--- src/rtl/ram_wr_ctrl.sv ---
// rtl/ram_wr_ctrl.sv - fill-and-playback address/data sequencer for an 8x256 single-port RAM
module ram_wr_ctrl #(
    parameter logic [23:0] CNT_MAX     = 24'd9_999_999,
    parameter logic [7:0]  DATA_OFFSET = 8'd0
) (
    input  logic       sys_clk,
    input  logic       sys_rst_n,
    input  logic       key1_flag,
    input  logic       key2_flag,
    output logic       wr_en,
    output logic       rd_en,
    output logic [7:0] addr,
    output logic [7:0] wr_data,
    output logic [1:0] mode
);

    typedef enum logic [1:0] {
        IDLE  = 2'd0,
        WRITE = 2'd1,
        READ  = 2'd2,
        PAUSE = 2'd3
    } state_t;

    state_t      state;
    logic [23:0] cnt;

    assign mode = state;

    always_ff @(posedge sys_clk) begin
        if (!sys_rst_n) begin
            state   <= IDLE;
            addr    <= 8'd0;
            wr_data <= 8'd0;
            cnt     <= 24'd0;
            wr_en   <= 1'b0;
            rd_en   <= 1'b0;
        end else begin
            case (state)
                IDLE: begin
                    if (key1_flag) begin
                        state   <= WRITE;
                        addr    <= 8'd0;
                        cnt     <= 24'd0;
                        wr_en   <= 1'b1;
                        rd_en   <= 1'b0;
                        wr_data <= DATA_OFFSET;
                    end
                end
                WRITE: begin
                    if (addr == 8'd255) begin
                        state <= READ;
                        wr_en <= 1'b0;
                        rd_en <= 1'b1;
                        addr  <= 8'd0;
                        cnt   <= 24'd0;
                    end else begin
                        addr    <= addr + 8'd1;
                        // data tracks the address it is written with, not the old one
                        wr_data <= addr + 8'd1 + DATA_OFFSET;
                    end
                end
                READ: begin
                    if (key1_flag) begin
                        state   <= WRITE;
                        addr    <= 8'd0;
                        cnt     <= 24'd0;
                        wr_en   <= 1'b1;
                        rd_en   <= 1'b0;
                        wr_data <= DATA_OFFSET;
                    end else if (key2_flag) begin
                        state <= PAUSE;
                    end else if (cnt == CNT_MAX) begin
                        cnt  <= 24'd0;
                        addr <= addr + 8'd1;
                    end else begin
                        cnt <= cnt + 24'd1;
                    end
                end
                PAUSE: begin
                    // addr and cnt stay frozen so resuming finishes the interrupted dwell
                    if (key1_flag) begin
                        state   <= WRITE;
                        addr    <= 8'd0;
                        cnt     <= 24'd0;
                        wr_en   <= 1'b1;
                        rd_en   <= 1'b0;
                        wr_data <= DATA_OFFSET;
                    end else if (key2_flag) begin
                        state <= READ;
                    end
                end
                default: begin
                    state <= IDLE;
                end
            endcase
        end
    end

endmodule

--- config.mk ---
export PLATFORM = sky130hd
export DESIGN_NAME = ram_wr_ctrl
export DESIGN_NICKNAME = d
export VERILOG_FILES = /design/src/rtl/ram_wr_ctrl.sv
export SDC_FILE = /design/constraint.sdc
export NUM_CORES = 1
export LEC_CHECK = 0
export CORE_MARGIN = 2
export CORE_UTILIZATION = 56
export CTS_CLUSTER_SIZE = 40
export DETAILED_ROUTE_END_ITERATION = 8
export MAX_ROUTING_LAYER = met4
export PLACE_DENSITY = 0.79
export SLEW_MARGIN = 15
export SYNTH_ARGS = -nofsm -noshare
export SYNTH_HDL_FRONTEND = slang
export SYNTH_SLANG_ARGS = --single-unit
--- constraint.sdc ---
create_clock -name sys_clk -period 2.42 [get_ports sys_clk]
set_input_delay 0.605 -clock sys_clk [delete_from_list [all_inputs] [get_ports sys_clk]]
set_output_delay 0.605 -clock sys_clk [all_outputs]
set_load 0.02 [all_outputs]
==> results.md, run 1 <==
* Vias after detailed routing at 2162
* Share of post-route cells with drive strength above 1 at 10.3%
* Vias in the first global route at 2077
* Pwr Density at 788 mW/mm^2
* FFs w/ async S/R, synth at 0%
* Clock skew at 11.6 ps
* Fin util at 71.2%
* Yosys warnings at 0
* Status: finished, final reports clean
* GP Congestion at 0.862
* Pwr Total at 2.26 mW
* CTS Hold Buffers Added at 0
* Clk sinks at 44
* RSZ-0062 raised after global routing: false
* CTS buffer count at 5
* Leak Pwr at 0.965 nW
* Post-cts resize count at 0
* Final Non-Filler Cells at 370
* Port bufs at 23
* Gate power share at 39.2%
* Core footprint at 0.00403 mm^2
* Setup_tns at 0 ps
* Placed Cells at 362
* Synthesized area at 0.00237 mm^2
* Clock Power Share at 24.9%
* Root buf cell: clkbuf_8
* Setup violators final at 0
* Synth unique cells at 45
* Reg clk slew, reported paths at 80 ps
* Sequential element share of the synthesized area at 37.2%
* Initial core utilization at 58.8%
* DR DRC count at 0
* Sequential Power Share at 35.9%
* Arr. time, crit path at 2360 ps
* Die width at 69.0 um
* Final HPWL DP at 3.80 mm
* Hold WC Path Type: reg -> reg
* Clock latency on the worst-skew pair at 310 ps
* Syn Inst Count at 283
* Ys flop type: dfxtp_1
* Syn_nets at 295
* Max-cap viol count at 0
* Row count at 23
* Die area at 0.00477 mm^2
* Area grow syn2layout at 21.1%
* Cell Chain, Critical Path: inv_1, ha_1, a21boi_0, o211ai_1, buf_4, nor4_1, xnor2_1, nor2_1
* Placed Area at 0.00276 mm^2
* WS Path Type: reg -> reg
* H-tree levels at 2
* Min Tclk post-route at 2160 ps
* Reg2reg setup slack at 260 ps
* First-pass GRT wire length at 9.23 mm
* Most frequent cells in the layout: dfxtp_1 (44), nor2_1 (36), xnor2_1 (24)
* Worst Tran Pin Value at 674 ps
* Initial antenna violation count at 0
* Int Pwr at 1.43 mW
* Worst Path Max Fanout at 15
* Clk buf depth at 2
* Most common cell after layout, fill and taps aside: dfxtp_1
* Peak supply drop at 0.708 mV
* Crit. End Element: flop
* 1st-iter DRT viols at 153
* Worst endpoint required time at 2620 ps
* Dpl ws at 68.8 ps
* Crit share post-route at 89.4%
* Yosys reg bits at 44
* Finished Cell Area at 0.00287 mm^2
* Setup bufs post-CTS at 0
* DR pass1 iterations at 4
* Die H at 69.0 um
* Ports at 24
* Final WL at 5.35 mm
* Worst setup SP type: flop
* Post-synth EDFFs at 0
* Final Max Slew Viols at 0
* Max Freq at 462 MHz
* Slowest cell on the critical path: dfxtp_1
* Final net count at 331
* Wire per inst at 14.5 um
* Worst slew margin at 54.6%
* N_diodes at 0
* TritonCTS clock tree: done
* Maximum number of pins on one net before global-route repair at 29
* Crit-path max cell delay at 420 ps
* GRT Total Usage at 24.1%
* Worst Slack Setup Final at 256 ps
* Vias/cell at 5.84
* Syn avg cell area at 8.37 um^2
* Total gr overflow at 0
* Hold Worst Slack at 483 ps
* Sw Ratio at 36.6%
* Post-route ant nets at 0
* P_sw at 0.828 mW
* Final hold vios at 0
logic make-up after synthesis:
kind of cell             share of synthesized area (%)
AND/OR/NAND/NOR                                   30.8
AO/OA/AOI/OAI                                     14.3
flip-flops                                        37.2
XOR/XNOR                                          10.4
buffers and inverters                             3.12
adder cells (fa/ha/maj)                           4.23
power groups by stage:
stage	Combinational [mW]	Sequential (mW)	Clock (mW)
floorplan	0.478	0.881	0
global placement	0.862	0.825	0
detailed placement	0.877	0.827	0
CTS	0.882	0.812	0.571
global route	0.973	0.820	0.592
finish	0.886	0.811	0.562
cell usage after synthesis (4+ instances only):
| master | n | area, um^2 |
|---|---|---|
| dfxtp_1 | 44 | 881 |
| clkbuf_1 | 13 | 48.8 |
| nor4_1 | 14 | 87.6 |
| o21ai_1 | 9 | 45.0 |
| nor2_1 | 36 | 135 |
| a21oi_1 | 6 | 30.0 |
| nor3_1 | 6 | 30.0 |
| nand4_1 | 7 | 43.8 |
| nand2_1 | 20 | 75.1 |
| xnor2_1 | 24 | 210 |
| o21ai_0 | 4 | 20.0 |
| inv_1 | 4 | 15.0 |
| nor2b_1 | 11 | 68.8 |
| o311ai_0 | 4 | 35.0 |
| ha_1 | 8 | 100 |
| a21boi_0 | 5 | 37.5 |
| a22oi_1 | 8 | 60.1 |
| xor2_1 | 4 | 35.0 |
| and4_1 | 4 | 35.0 |
| nand3_1 | 17 | 85.1 |
worst max-delay path: cells and delay by family (launching register included):
kind / cells / cell delay (ps)
AOI/OAI and AO/OA: 2 / 350
xor gates and xnor gates: 1 / 180
adders and majority gates: 1 / 330
buffers and inverters: 2 / 340
DFF: 1 / 420
and+or+nand+nor: 2 / 440
cell type report:
| type | instances | area [um^2] |
|---|---|---|
| Multi-Input combinational cell | 220 | 1410 |
| Fill cell | 335 | 1160 |
| Sequential cell | 44 | 881 |
| Timing Repair Buffer | 44 | 388 |
| Clock buffer | 6 | 72.6 |
| Tap cell | 50 | 62.6 |
| Clock inverter | 2 | 35.0 |
| Inverter | 4 | 15.0 |
sequential cells by signal, summed over array words and instances, names as in the netlist:
signal / flops
cnt: 24
addr: 8
wr_data: 8
mode: 2
rd_en: 1
wr_en: 1
routing by layer:
metal  vias to the layer above  GRT usage, %  share of wire [%]
met3                         9          5.70                4.7
met4                         0          8.06                1.7
li1                       1087             -                  -
met2                        58          39.3                 47
met5                         -             -                  0
met1                      1008          29.4                 47
path summary, 6_finish.rpt:
path                              from                    to  cells past startpoint
setup reg to reg  mode[1]$_SDFFE_PN0P_  cnt[23]$_SDFFE_PN0P_                      8
hold / removal      rd_en$_SDFFE_PN0P_    rd_en$_SDFFE_PN0P_                      2
hold reg to reg     rd_en$_SDFFE_PN0P_    rd_en$_SDFFE_PN0P_                      2
setup / recovery  mode[1]$_SDFFE_PN0P_  cnt[23]$_SDFFE_PN0P_                      8
Power figures use the tool's default switching activity.
==> run 2: changes to the inputs <==
--- a/config.mk
+++ b/config.mk
@@ -11,6 +11,7 @@
 export DETAILED_ROUTE_END_ITERATION = 8
 export MAX_ROUTING_LAYER = met4
 export PLACE_DENSITY = 0.79
+export SETUP_SLACK_MARGIN = 0.4
 export SLEW_MARGIN = 15
 export SYNTH_ARGS = -nofsm -noshare
 export SYNTH_HDL_FRONTEND = slang
==> run 2 against run 1 <==
Combinational power grew 4.2%. Setup slack gained 180 ps. Routed wire length grew 6.3%. Sequential power grew 3.3%. Clock-buffer cell count is the same. First-iteration DRC count grew 5.9%. Critical path type is now in -> reg. Largest cell class unchanged.
==> results.md, run 2 (synthesized netlist as in run 1, its figures left out) <==
* Initial core utilization at 58.8%
* Final HPWL DP at 3.75 mm
* Max Freq at 503 MHz
* Hold Worst Slack at 470 ps
* Share of post-route cells with drive strength above 1 at 19.6%
* Placed Cells at 356
* Setup violators final at 0
* Pwr Density at 729 mW/mm^2
* End point of the critical path: addr[6]$_SDFFE_PN0P_
* Ports at 24
* Reg2Reg Depth at 6
* Worst r2r dst: addr[6]$_SDFFE_PN0P_
* N_diodes at 0
* Worst Path Max Fanout at 6
* Most common cell after layout, fill and taps aside: dfxtp_1
* Maximum number of pins on one net before global-route repair at 29
* Worst Slack Setup Final at 433 ps
* Setup_tns at 0 ps
* Port bufs at 23
* First-pass GRT wire length at 8.91 mm
* Clock skew at 7.93 ps
* GRT Total Usage at 23.1%
* Wire per inst at 15.5 um
* Die H at 69.0 um
* Die area at 0.00477 mm^2
* Status: finished, final reports clean
* Root buf cell: clkbuf_8
* Vias after detailed routing at 2191
* Area grow syn2layout at 29.2%
* CTS buffer count at 5
* Worst slew margin at 61.7%
* CP startpoint: key1_flag
* TritonCTS clock tree: done
* Critical R2R Launch: mode[0]$_SDFFE_PN0P_
* Final net count at 328
* Leak Pwr at 1.05 nW
* Final WL at 5.68 mm
* Placed Area at 0.00274 mm^2
* Vias/cell at 5.97
* RSZ-0062 raised after global routing: true
* Max reg flops at 24
* Clk sinks at 44
* Crit share post-route at 82.1%
* Finished Cell Area at 0.00306 mm^2
* Worst Tran Pin Value at 570 ps
* Hold WC Path Type: reg -> reg
* Pwr Total at 2.23 mW
* Vias in the first global route at 1966
* Worst setup SP type: input pin
* DR DRC count at 0
* Final hold vios at 0
* Die width at 69.0 um
* Reg clk slew, reported paths at 80 ps
* Max-cap viol count at 0
* Arr. time, crit path at 2220 ps
* Worst endpoint required time at 2650 ps
* Clock latency on the worst-skew pair at 300 ps
* Crit. End Element: flop
* Post-route ant nets at 0
* Dpl ws at 129 ps
* Core footprint at 0.00403 mm^2
* Final Max Slew Viols at 0
* 1st-iter DRT viols at 162
* Clk buf depth at 2
* Biggest regs: cnt: 24 flops, addr: 8 flops, wr_data: 8 flops
* GP Congestion at 0.951
* DR pass1 iterations at 5
* Peak supply drop at 0.572 mV
* Cell Chain, Critical Path: clkdlybuf4s50_1, nor2b_2, nor2_1, or4b_2, o21ai_1
* Final Non-Filler Cells at 367
* Min Tclk post-route at 1990 ps
* Most flops, register: cnt
* Crit-path max cell delay at 630 ps
* Most frequent cells in the layout: dfxtp_1 (37), nor2_1 (35), xnor2_1 (24)
* Reg2reg setup slack at 440 ps
* Fin util at 75.9%
* WS Path Type: in -> reg
* Row count at 23
* Slowest cell on the critical path: or4b_2
* Total gr overflow at 0
* Initial antenna violation count at 0
* H-tree levels at 2
[run 2: cell count changes in the layout (fill, tap and decap cells not counted), moves of 2 or more]
cell	before	now
nor4_1	14	2
dfxtp_2	0	5
buf_4	21	14
nor4_2	0	7
clkdlybuf4s50_1	23	18
dfxtp_1	44	37
nor4_4	0	5
dfxtp_4	0	2
dlymetal6s2s_1	0	4
buf_6	0	2
[run 2: how the worst min path moves through the flow]
stage,to,cells after the start,slack (ps),startpoint
finish,rd_en$_SDFFE_PN0P_,2,470,rd_en$_SDFFE_PN0P_
global route,rd_en$_SDFFE_PN0P_,2,510,rd_en$_SDFFE_PN0P_
CTS,rd_en$_SDFFE_PN0P_,2,470,rd_en$_SDFFE_PN0P_
detailed placement,rd_en$_SDFFE_PN0P_,2,460,rd_en$_SDFFE_PN0P_
global placement,rd_en$_SDFFE_PN0P_,2,450,rd_en$_SDFFE_PN0P_
floorplan,cnt[1]$_SDFFE_PN0P_,2,460,cnt[1]$_SDFFE_PN0P_
[run 2: layout make-up]
cell class	count	area (um^2)
fillers	302	970
well taps	50	62.6
clock inverters	2	10.0
inverters	4	15.0
repair buffers	40	387
clock buffers	6	82.6
flip-flops and latches	44	895
multi-input cells	221	1610
[run 2: critical path: cells and delay by family]
family          cells  cell delay [ps]
simple gates        3              950
buf+inv             1              510
compound gates      1              140
[run 2: metal layers]
| metal | vias to the layer above | global-route usage, % | wire, um |
|---|---|---|---|
| met4 | 0 | 8.06 | 127 |
| met2 | 66 | 36.9 | 2760 |
| met5 | - | - | 0 |
| li1 | 1094 | - | - |
| met3 | 14 | 4.68 | 284 |
| met1 | 1017 | 29.1 | 2510 |
[run 2: repair_timing]
| action | CTS | global route |
|---|---|---|
| buffers inserted | 2 | 0 |
| resized for setup | 5 | 38 |
| hold buffers | 0 | 0 |
| endpoints found under the setup margin | 28 | 30 |
| gates cloned | 0 | 1 |
| pin swaps | 1 | 3 |
[run 2: where the power goes]
group          total, mW  switching, mW  internal (mW)
clock              0.471          0.243          0.228
sequential         0.838         0.0572          0.780
combinational      0.923          0.567          0.356
